`src/rtl/seg7_scan_drv.sv`:
```
// Four-digit multiplexed 7-segment driver: a prescaled scan of hex digits with
// per-frame input capture, leading-zero blanking and registered active-low outputs.
module seg7_scan_drv #(
    parameter int DIV = 50000,
    parameter int PW  = 20
) (
    input  logic        clk,
    input  logic        rstn,
    input  logic        en,
    input  logic [15:0] digits_in,
    input  logic [3:0]  dp_in,
    input  logic        lz_en,
    output logic [3:0]  an,
    output logic [6:0]  seg,
    output logic        dp,
    output logic        frame_done
);

    localparam logic [PW-1:0] LAST = PW'(DIV - 1);

    logic [PW-1:0] presc;
    logic [1:0]    idx;
    logic [15:0]   sh_dig;
    logic [3:0]    sh_dp;
    logic          sh_lz;
    logic          tick, wrap, blank;
    logic [3:0]    nib;

    // A wrap tick already in progress finishes even if en drops on that cycle.
    assign tick = (presc == LAST) && (en || idx == 2'd3);
    assign wrap = tick && (idx == 2'd3);
    assign nib  = sh_dig[{idx, 2'b00} +: 4];

    always_comb begin
        blank = 1'b0;
        if (sh_lz) begin
            case (idx)
                2'd3:    blank = (sh_dig[15:12] == 4'd0);
                2'd2:    blank = (sh_dig[15:8]  == 8'd0);
                2'd1:    blank = (sh_dig[15:4]  == 12'd0);
                default: blank = 1'b0;
            endcase
        end
    end

    function automatic logic [6:0] hex7(input logic [3:0] v);
        case (v)
            4'h0: hex7 = 7'h40;  4'h1: hex7 = 7'h79;  4'h2: hex7 = 7'h24;  4'h3: hex7 = 7'h30;
            4'h4: hex7 = 7'h19;  4'h5: hex7 = 7'h12;  4'h6: hex7 = 7'h02;  4'h7: hex7 = 7'h78;
            4'h8: hex7 = 7'h00;  4'h9: hex7 = 7'h10;  4'hA: hex7 = 7'h08;  4'hB: hex7 = 7'h03;
            4'hC: hex7 = 7'h46;  4'hD: hex7 = 7'h21;  4'hE: hex7 = 7'h06;  default: hex7 = 7'h0E;
        endcase
    endfunction

    always_ff @(posedge clk or negedge rstn) begin
        if (!rstn) begin
            presc      <= '0;
            idx        <= 2'd0;
            sh_dig     <= 16'h0000;
            sh_dp      <= 4'h0;
            sh_lz      <= 1'b0;
            frame_done <= 1'b0;
        end else begin
            frame_done <= wrap;
            if (tick) begin
                presc <= '0;
                idx   <= idx + 2'd1;
            end else if (en) begin
                presc <= presc + 1'b1;
            end
            if (wrap) begin
                sh_dig <= digits_in;
                sh_dp  <= dp_in;
                sh_lz  <= lz_en;
            end
        end
    end

    always_ff @(posedge clk or negedge rstn) begin
        if (!rstn) begin
            an  <= 4'hF;
            seg <= 7'h7F;
            dp  <= 1'b1;
        end else if (en) begin
            an  <= ~(4'b0001 << idx);
            seg <= blank ? 7'h7F : hex7(nib);
            dp  <= ~sh_dp[idx];
        end else begin
            an  <= 4'hF;
            seg <= 7'h7F;
            dp  <= 1'b1;
        end
    end

endmodule

```
`config.mk`:
```
export PLATFORM = sky130hd
export DESIGN_NAME = seg7_scan_drv
export DESIGN_NICKNAME = d
export VERILOG_FILES = /design/src/rtl/seg7_scan_drv.sv
export SDC_FILE = /design/constraint.sdc
export NUM_CORES = 1
export LEC_CHECK = 0
export BUFFER_PORTS_ARGS = -buffer_cell sky130_fd_sc_hd__buf_4
export CAP_MARGIN = 10
export CORE_UTILIZATION = 50
export CTS_BUF_LIST = sky130_fd_sc_hd__clkbuf_4 sky130_fd_sc_hd__clkbuf_8 sky130_fd_sc_hd__clkbuf_16
export CTS_CLUSTER_DIAMETER = 50
export DETAILED_ROUTE_END_ITERATION = 8
export PLACE_DENSITY = 0.73
export SLEW_MARGIN = 10
export SYNTH_ARGS = -nofsm -noshare
export SYNTH_HDL_FRONTEND = slang
export SYNTH_SLANG_ARGS = --single-unit
```
`constraint.sdc`:
```
create_clock -name clk -period 3.3 [get_ports clk]
set_input_delay 0.165 -clock clk [delete_from_list [all_inputs] [get_ports clk]]
set_output_delay 0.165 -clock clk [all_outputs]
set_load 0.01 [all_outputs]
```
Word level (Yosys, flattened, before mapping). Memory sizes are Yosys's and may differ from the RTL's. Cells that the tools add are included.

Register bits after elaboration: 56. Bits in latches: 0. RAM bits: 0. ROM bits: 112. Input bits: 24. Output and inout bits: 13. Word-level logic and storage cells: 38. Memories: 1.

Add/sub/neg operators: 2. $mul: 0. Div/mod/pow operators: 0. $lt $le $gt $ge: 1. Equality and inequality tests: 4. Shift-type cells: 2. Mux-type cells: 10. Bitwise logic cells: 2. Reduce and logical (&&, ||, !) cells: 7.

Memory list: (no name shown) (depth 16, bits a word 7, read ports 1, clocked after Yosys merged registers in 0, write ports 0, RTL line 47) `case (v)`.

Operator list (number): $mux W20 (2); $add A20 B1 Y20 const B (1); $eq A20 B16 Y1 const B (1); $shiftx A16 B5 Y4 (1); $mux W7 (2); $logic_not A12 Y1 (1); $logic_not A8 Y1 (1); $eq A2 B2 Y1 const B (2); $logic_not A4 Y1 (1); $mux W4 (1); $not A4 Y4 (1); $shl A1 B2 Y4 const A (1); $lt A2 B3 Y1 const B (1); $mux W1 (3); $pmux W1 S3 (1); $add A2 B1 Y2 const B (1); $bmux W1 S2 (1); $eq A2 B1 Y1 const B (1); $logic_and A1 B1 Y1 (2); $reduce_bool A2 Y1 (1); $logic_or A1 B1 Y1 (1); $not A1 Y1 (1).

Depth between registers and ports, before layout. Gate-level depths: netlist (run 1).

Depth in word-level cells: 5. Mapped depth: 8. Mapped depth without buffers: 7.

Worst setup path after synthesis (run 1). No wires, ideal clock.

Path kind: register -> register. Start point: reg idx[1]. End point: reg seg[2]. Setup time: 0.111 ns. Arrival time: 1.869 ns. Data required time: 3.189 ns. Path slack: 1.320 ns. Cell stages (with the launch flop): 7. Buffers on the path: 1. Period minus slack after synthesis: 1.980 ns. Cell sequence: dfrtp_1 -> buf_2 -> inv_1 -> ha_1 -> or4b_1 -> o41a_1 -> o311ai_0.

Longest elaborated chain between the ends: 5. Elaborated cells between the ends (all ways): 9. Classes of those cells: eq/ne (3); shift (1); mux (4); memory (1).

RTL lines: from (decl) (RTL line 22) `logic [1:0] idx;`; from (signal assigned) (RTL line 67) `idx <= idx + 2'd1;`; parallel branches: the longest is 3 deep, another holds $mem_v2 Z16 W7; $mux W7 (*) (RTL line 86) `seg <= blank ? 7'h7F : hex7(nib);`; $mux W7 (*) (RTL line 84) `end else if (en) begin`; to (signal assigned) (RTL line 86); to (decl) (RTL line 14) `output logic [6:0] seg,`.

Every way passes the cells marked *. A chain may end at the register's enable or synchronous reset.

Final worst setup path (run 1).
Start point: reg idx[0]. End point: reg seg[2].

Same word-level chain as after synthesis.

==> flow_summary.json, run 1 <==
{
  "wirelength_mm": 5.395,
  "drc": 0,
  "place_congestion": 0.8313,
  "drtIter0Drc": 33,
  "fp.coreArea_um2": 5540,
  "critical_path.reg2reg.startpoint": "idx[0]",
  "detailedPlace.worstSlack_ps": 987.2,
  "syn-num-nets": 266,
  "critical_path.endpoint_type": "flop",
  "syn_inst": 230,
  "yosys-top-cells-count": "44 x dfrtp_1, 19 x mux2_4, 16 x nand2_1, 16 x nor2_1, 13 x xnor2_1",
  "cts.clk_slew.worst_paths_ps": 100,
  "dr.max_layer_used": "met4",
  "detailroute.wirelength.met2_mm": 2.687,
  "ir_drop_v": 0.0003597,
  "worst_r2r_endpoint": "seg[2]",
  "post-synth-top-count-cell": "dfrtp_1",
  "cts_buffers": 5,
  "grt_max_degree": 57,
  "maxSlewViolCount": 0,
  "timing.max_slew.rel_slack_pct": 47.09,
  "number_of_buffers_added_on_ports": 36,
  "worst-setup-path-type": "reg -> reg",
  "critical_path_at_ps": 2520,
  "r2r_setup_slack_ps": 970,
  "final_core_util_pct": 59.19,
  "drv_cap": 0,
  "clock_tree.buffer_depth": 2,
  "totalNegativeSetupSlack_ps": 0,
  "min-delay-start": "digits_in[11]",
  "timing.fmax_ghz": 0.4299,
  "synthesis.area_per_instance_um2": 12.58,
  "synthDistinctLibCells": 46,
  "async_s_r_ff_share_synth_pct": 100.0,
  "cts_root_buf": "clkbuf_8",
  "die_w_um": 78.08,
  "routed_wire_length_per_instance_um": 15.87,
  "numClockSinks": 56,
  "ctsHtreeMaxLevel": 2,
  "avgViaCountPerCell": 5.550,
  "area.growth.synth_to_final_pct": 13.32,
  "groute.usage.overall_pct": 19.98,
  "worst_r2r_path_depth": 5,
  "wl_met1_mm": 2.453,
  "status": "completed",
  "setup_slack_ps": 973.7,
  "die_area_um2": 6096,
  "drtAntennaViolNets": 0,
  "yosys_register_bits": 56,
  "hold-path-cell-count": 2,
  "pwr_density_cell_nw_per_um2": 411.5,
  "insertion_delay_ps": 310,
  "dp.final_hpwl_mm": 3.769,
  "grt_pass1_vias": 1984,
  "vertical_die_dimension_um": 78.08,
  "final_nets": 303,
  "number_of_antenna_violations_at_the_first_check_in_global_routing": 0,
  "post-route-min-period_ps": 2326,
  "yosys_warn_count": 0,
  "detail_route.first_pass.iterations": 4,
  "globalRoute.totalOverflow": 0,
  "final_report_setup_violation_count": 0,
  "timing.critical_path.from_type": "flop",
  "leakagePower_nw": 1.532,
  "ctsResizeCount": 0,
  "initial_core_util_pct": 52.24,
  "final_layout_size_suffix_gt1_share_pct": 33.21,
  "synth_area_leaders": "dfrtp_1 38%, dfstp_2 11%, mux2_4 9.9%, ha_1 5.2%, xnor2_1 3.9%",
  "wl_met3_um": 205,
  "critical_path.max_fanout": 11,
  "hold_class": "in -> reg",
  "synthDominantAreaCellType": "dfrtp_1",
  "grt_pass1_wl_mm": 9.480,
  "worst_hold_path.endpoint": "sh_dig[11]",
  "clock_skew_ps": 10.03,
  "finalHoldViolCount": 0,
  "grt_setup_unrepaired": "no",
  "worst_margin_slew_ps": 787.7,
  "cp.required_ps": 3490,
  "cts_tree": "yes",
  "synth_top_cell_area_share_pct": 38.05,
  "synth-edff-count": 0,
  "yosys_most_used_dff": "dfrtp_1",
  "period_share_pct": 70.49,
  "antennaDiodeCount": 0,
  "cts_setup_buffers": 0,
  "proportion_of_synthesized_chip_area_in_sequential_cells_pct": 48.94,
  "dr_total_vias": 1887,
  "placementRows": 27,
  "synth_area_um2": 2894,
  "top_level_ports": 37
}
-- per-layer routing --
layer  up-vias  global-route usage, %
li1        897                      -
met1       946                  25.13
met2        40                  34.12
met3         4                  3.605
met4         0                  7.778
met5         -                      0
-- what timing repair did --
action / CTS / global route
hold buffers: 1 / 0
setup endpoints to repair: 0 / 0
hold endpoints to repair: 44 / 0
-- per-stage QoR --
stage / total power [W] / instances / hold slack [ps] / area, um2
5_1_grt: 0.001414 / 340 / 74.56 / 3279
4_1_cts: 0.001362 / 340 / 76.60 / 3279
3_3_place_gp: 0.0009664 / 331 / 254.4 / 3177
2_1_floorplan: 0.0009033 / 230 / -130.6 / 2894
3_5_place_dp: 0.0009746 / 331 / 260.0 / 3177
6_report: 0.001349 / 340 / 83.56 / 3279
-- final cells by class --
cell class | instances | area [um2]
tap | 72 | 90.09
fill | 480 | 2261
clock buffer | 6 | 82.58
clock inverter | 2 | 10.01
multi-input combinational | 159 | 1366
inverter | 7 | 26.28
sequential | 56 | 1416
timing repair buffer | 38 | 287.8
-- critical path, stage by stage (launching register included) --
cell	delay (ps)
dfrtp_1	660
inv_1	220
ha_1	240
or4b_1	460
o41a_1	490
o311ai_0	150
-- where the power goes --
group	switching [W]	internal, W
registers	0.0000615	0.000735
clock network	0.000215	0.000168
logic	0.0000842	0.0000850
-- layout by cell type, fill, tap and decap left out, types with 3 or more instances in the layout --
master	count
nor3_1	3
dfrtp_1	44
mux4_2	3
dfstp_2	12
xnor2_1	13
nor2_1	16
nand2_1	16
nand4_1	6
clkbuf_8	6
mux2_4	19
ha_1	12
xor2_1	6
buf_4	37
mux2_2	4
o21ai_0	3
inv_1	7
a21oi_1	3
o221ai_1	3
mux2i_1	7
nand3_1	10
nor4_1	4
-- worst max path at each step --
stage / startpoint / end / slack, ps
after floorplan: idx[1] / seg[2] / 1320
after global placement: idx[0] / seg[4] / 1070
after detailed placement: idx[0] / seg[2] / 990
after CTS: idx[0] / seg[2] / 960
after global routing: idx[0] / seg[2] / 800
final: idx[0] / seg[2] / 970
-- registers in the layout, indices dropped and copies added (netlist names) --
signal,flops
frame_done,1
an,4
sh_dig,16
presc,20
dp,1
seg,7
sh_dp,4
sh_lz,1
idx,2
-- kinds of logic (layout without fill, tap and decap cells) --
kind of cell / Yosys count / in the layout / share of synthesized area [%]
buffers and inverters: 15 / 53 / 3.848
and+or+nand+nor: 70 / 70 / 13.45
xor gates and xnor gates: 19 / 19 / 5.750
adders and majority gates: 12 / 12 / 5.188
muxes: 35 / 35 / 17.12
AOI/OAI and AO/OA: 23 / 23 / 5.707
DFF: 56 / 56 / 48.94
Power figures use the tool's default switching activity.
==> run 2: changes to the inputs <==
clock period = 2.3 ns   (was 3.3 ns; I/O delays follow)
==> run 2 against run 1 <==
Effect of this change: die area is the same; global-route usage fell by 0.36 points; clock skew up 3.9 ps.
==> flow_summary.json, run 2 (synthesized netlist as in run 1, its figures left out) <==
{
  "cts_setup_buffers": 0,
  "largest_reg_flops": 20,
  "totalNegativeSetupSlack_ps": 0,
  "drv_cap": 0,
  "wirelength_mm": 5.413,
  "avgViaCountPerCell": 5.475,
  "layout_common_cells": "44 x dfrtp_1, 42 x buf_4, 19 x mux2_4",
  "detail_route.first_pass.iterations": 4,
  "place_congestion": 0.8369,
  "ordered_cell_list_for_the_critical_path": "mux4_2 > inv_1 > ha_1 > mux2i_1 > nand3_1 > o31ai_1 > o21ai_0",
  "timing.max_slew.rel_slack_pct": 53.92,
  "placementRows": 27,
  "die_area_um2": 6096,
  "dp.final_hpwl_mm": 3.863,
  "globalRoute.totalOverflow": 0,
  "finalHoldViolCount": 0,
  "final_report_setup_violation_count": 0,
  "placedInstanceArea_um2": 3214,
  "ir_drop_v": 0.0004721,
  "critical-path-slowest-cell": "mux4_2",
  "numClockSinks": 56,
  "drtAntennaViolNets": 0,
  "cts.clk_slew.worst_paths_ps": 110,
  "critical_path.max_fanout": 6,
  "finish.instance_area_um2": 3322,
  "initial_core_util_pct": 52.24,
  "clock_skew_ps": 13.91,
  "drc": 0,
  "leakagePower_nw": 1.550,
  "final_nets": 308,
  "maxSlewViolCount": 0,
  "cp.required_ps": 2550,
  "insertion_delay_ps": 320,
  "status": "completed",
  "grt_setup_unrepaired": "no",
  "timing.critical_path.from_type": "flop",
  "final_layout_size_suffix_gt1_share_pct": 34.43,
  "grt_pass1_wl_mm": 9.259,
  "groute.usage.overall_pct": 19.62,
  "worst-setup-path-type": "reg -> reg",
  "layout.cells.most_common": "dfrtp_1",
  "vertical_die_dimension_um": 78.08,
  "post-route-min-period_ps": 1976,
  "routed_wire_length_per_instance_um": 15.69,
  "die_w_um": 78.08,
  "critical_path_at_ps": 2230,
  "cts_root_buf": "clkbuf_8",
  "hold-worst-slack_ps": 15.60,
  "ctsHtreeMaxLevel": 2,
  "top_level_ports": 37,
  "nFillCells": 471,
  "number_of_buffers_added_on_ports": 36,
  "number_of_antenna_violations_at_the_first_check_in_global_routing": 0,
  "drtIter0Drc": 127,
  "worst_margin_slew_ps": 691.1,
  "timing.critical_path.slowest_cell_delay_ps": 620,
  "timing.fmax_ghz": 0.5061,
  "clock_tree.buffer_depth": 2,
  "most_flop_heavy_register": "presc",
  "grt_pass1_vias": 1996,
  "critical_path.endpoint_type": "flop",
  "antennaDiodeCount": 0,
  "pwr_density_cell_nw_per_um2": 587.2,
  "grt_max_degree": 57,
  "fp.coreArea_um2": 5540,
  "reg.largest.list": "presc (20), sh_dig (16), seg (7)",
  "area.growth.synth_to_final_pct": 14.79,
  "dr_total_vias": 1889,
  "cts_tree": "yes",
  "period_share_pct": 85.90,
  "cts_buffers": 5,
  "hold_class": "in -> reg"
}
## run 2: cell count changes in the layout (fill, tap and decap cells not counted)
cell / delta
buf_4: +5
clkinvlp_4: +2
clkinv_2: -2
## run 2: layer usage
metal / track usage [%] / wire, um / vias up
met3: 5.000 / 194 / 4
met4: 6.296 / 51 / 0
met1: 24.90 / 2410 / 946
met2: 32.81 / 2758 / 39
li1: - / - / 900
met5: 0 / 0 / -
## run 2: critical path: cells and delay by family (launching register included)
kind	cells	cell delay, ps
mux	2	730
fa+ha+maj	1	260
simple gates	1	90
buf+inv	1	140
compound gates	2	220
flops	1	470
## run 2: through the flow
| stage | setup slack [ps] | util (%) | power [W] | cells |
|---|---|---|---|---|
| final | 324.2 | 59.96 | 0.001951 | 345 |
| after CTS | 320.0 | 59.96 | 0.001973 | 345 |
| after global routing | 156.9 | 59.96 | 0.002049 | 345 |
| after detailed placement | 347.5 | 58.02 | 0.001400 | 336 |
| after global placement | 419.0 | 58.02 | 0.001390 | 336 |
| after floorplan | 319.9 | - | 0.001296 | 230 |
## run 2: area by class of cell
class	instances	area, um2	area share [%]
clock buffer	6	82.58	2.486
clock inverter	2	15.01	0.4520
multi-input combinational	159	1366	41.13
timing repair buffer	43	325.3	9.793
inverter	7	26.28	0.7910
tap	72	90.09	2.712
sequential	56	1416	42.64
## run 2: path summary, 6_finish.rpt
| kind | cells past startpoint | end | slack [ps] | startpoint |
|---|---|---|---|---|
| worst min register to register | 1 | presc[15] | 510 | presc[15] |
| worst min-delay path | 2 | an[1] | 20 | en |
| min in group asynchronous | 2 | sh_dig[13] | 380 | rstn |
| max in group asynchronous | 2 | frame_done | 1460 | rstn |
| worst max-delay path | 7 | seg[0] | 320 | idx[1] |
| worst max register to register | 7 | seg[0] | 320 | idx[1] |
## run 2: where the power goes
part / total [W] / switching (W) / internal (W) / leakage [nW]
clock network: 0.000571 / 0.000327 / 0.000244 / 0.0434
logic: 0.000238 / 0.000117 / 0.000121 / 0.792
registers: 0.00114 / 0.0000863 / 0.00106 / 0.714
## run 2: timing repair
item	CTS	global route
endpoints found under the hold margin	44	0
gates resized for setup	0	0
hold buffers	1	0
==> run 3: changes to the inputs <==
PLACE_DENSITY = 0.76   (was 0.73)
clock period = 1.8 ns   (was 2.3 ns; I/O delays follow)
==> run 3 against run 2 <==
Effect of this change: the run now ends with negative setup slack left; critical endpoint is now presc[9]; total power grew 44%; utilization grew 8.7 points; combinational power grew 84%.
==> flow_summary.json, run 3 (synthesized netlist as in run 1, its figures left out) <==
{
  "initial_core_util_pct": 52.24,
  "critical_path.max_fanout": 5,
  "antennaDiodeCount": 0,
  "top_level_ports": 37,
  "setup_slack_ps": -69.68,
  "wirelength_mm": 6.391,
  "number_of_antenna_violations_at_the_first_check_in_global_routing": 0,
  "most_flop_heavy_register": "presc",
  "finish.instance_area_um2": 3806,
  "maxSlewViolCount": 0,
  "drtIter0Drc": 93,
  "worst_margin_slew_ps": 688.3,
  "cp.required_ps": 2000,
  "hold_class": "in -> reg",
  "grt_setup_unrepaired": "yes",
  "drv_cap": 0,
  "timing.critical_path.from_type": "flop",
  "grt_pass1_wl_mm": 10.11,
  "grt_pass1_vias": 2083,
  "area.growth.synth_to_final_pct": 31.52,
  "ctsHtreeMaxLevel": 2,
  "groute.usage.overall_pct": 21.66,
  "critical_path.endpoint_type": "flop",
  "intPower_w": 0.002085,
  "fp.coreArea_um2": 5540,
  "clock_tree.buffer_depth": 2,
  "worst-setup-path-type": "reg -> reg",
  "globalRoute.totalOverflow": 0,
  "timing.fmax_ghz": 0.5349,
  "nFillCells": 404,
  "drc": 0,
  "cts.clk_slew.worst_paths_ps": 100,
  "cts_tree": "yes",
  "cts_buffers": 5,
  "insertion_delay_ps": 320,
  "final_core_util_pct": 68.70,
  "switching_power_w": 0.0007178,
  "pwr_density_cell_nw_per_um2": 736.3,
  "seqPwrFrac_pct": 52.0,
  "timing.max_slew.rel_slack_pct": 54.12,
  "die_area_um2": 6096,
  "critical_path_at_ps": 2070,
  "dp.final_hpwl_mm": 4.196,
  "p_clk_share_pct": 32.3,
  "status": "complete, but fails checks",
  "reg.largest.list": "presc (20), sh_dig (16), seg (7)",
  "avgViaCountPerCell": 5.448,
  "numClockSinks": 56,
  "vertical_die_dimension_um": 78.08,
  "placementRows": 27,
  "final_layout_size_suffix_gt1_share_pct": 45.83,
  "drtAntennaViolNets": 0,
  "detail_route.first_pass.iterations": 4,
  "routed_wire_length_per_instance_um": 16.64,
  "clock_skew_ps": 14.37,
  "largest_reg_flops": 20,
  "finalHoldViolCount": 0,
  "ir_drop_v": 0.0005680,
  "final_report_setup_violation_count": 9,
  "placedInstanceArea_um2": 3367,
  "grt_max_degree": 57,
  "violations": "negative setup slack",
  "power_frac_comb_pct": 15.6,
  "period_share_pct": 103.9,
  "leakagePower_nw": 1.766,
  "layout_common_cells": "67 x buf_4, 42 x dfrtp_1, 21 x mux2_4",
  "place_congestion": 0.8489,
  "dr_total_vias": 2092,
  "number_of_buffers_added_on_ports": 36,
  "post-route-min-period_ps": 1870,
  "final_nets": 347,
  "cts_root_buf": "clkbuf_8",
  "r2r_setup_slack_ps": -70,
  "layout.cells.most_common": "buf_4",
  "die_w_um": 78.08,
  "power.switching_fraction_pct": 25.61
}
run 3: cell types whose count changed in the layout (fill, tap and decap cells not counted), moves of 4 or more:
cell           before  now
ha_1               12    8
inv_1               7    3
buf_4              42   67
dlygate4sd3_1       1   10
run 3: layer usage:
layer / global-route usage (%) / share of wire [%] / up-vias
li1: - / - / 982
met1: 26.80 / 42 / 1042
met2: 36.75 / 52 / 55
met3: 5.000 / 4.5 / 13
met4: 8.333 / 1.9 / 0
met5: 0 / 0 / -
run 3: layout make-up:
class	instances	area, um2	share of cell area [%]
multi-input cells	159	1451	38.13
clock inverters	1	30.03	0.7890
flip-flops and latches	56	1419	37.28
well taps	72	90.09	2.367
inverters	7	28.78	0.7561
clock buffers	7	96.34	2.531
repair buffers	82	690.7	18.15
run 3: power groups by stage:
stage,registers (W),clock network [W],logic (W)
5_1_grt,0.00147,0.000972,0.000479
2_1_floorplan,0.00144,0,0.000216
3_3_place_gp,0.00147,0,0.000344
6_report,0.00146,0.000906,0.000438
4_1_cts,0.00146,0.000917,0.000369
3_5_place_dp,0.00147,0,0.000354
run 3: final timing paths:
check                              start         end  depth (start not counted)
max                             presc[4]    presc[9]                          4
min                        digits_in[13]  sh_dig[13]                          2
max reg2reg                     presc[4]    presc[9]                          4
min reg2reg                    presc[15]   presc[15]                          1
max in group asynchronous           rstn    presc[4]                          2
min in group asynchronous           rstn   sh_dig[3]                          2
run 3: critical path: stages (launching register included):
cell and delay, ps:
dfrtp_2 460, or4_4 560, nor4_4 440, o21ai_1 120
a21o_1 190
run 3: repair_timing:
item / CTS / global route
gates cloned: 0 / 2
endpoints found under the hold margin: 49 / 4
endpoints found under the setup margin: 31 / 39
pin swaps: 0 / 6
resized for setup: 10 / 24
hold buffers: 6 / 4
buffers inserted: 1 / 8
run 3: stage by stage:
stage / total power [W] / setup TNS [ps] / hold slack (ps) / setup slack (ps) / std cells
4_1_cts: 0.002742 / 0 / 0.9735 / 3.586 / 371
5_1_grt: 0.002923 / -1735 / 2.887 / -99.64 / 384
3_3_place_gp: 0.001816 / -413.5 / 173.3 / -44.77 / 356
6_report: 0.002802 / -161.0 / 6.452 / -69.68 / 384
2_1_floorplan: 0.001656 / -6.673 / -205.6 / -3.345 / 230
3_5_place_dp: 0.001826 / -650.4 / 183.7 / -89.44 / 356
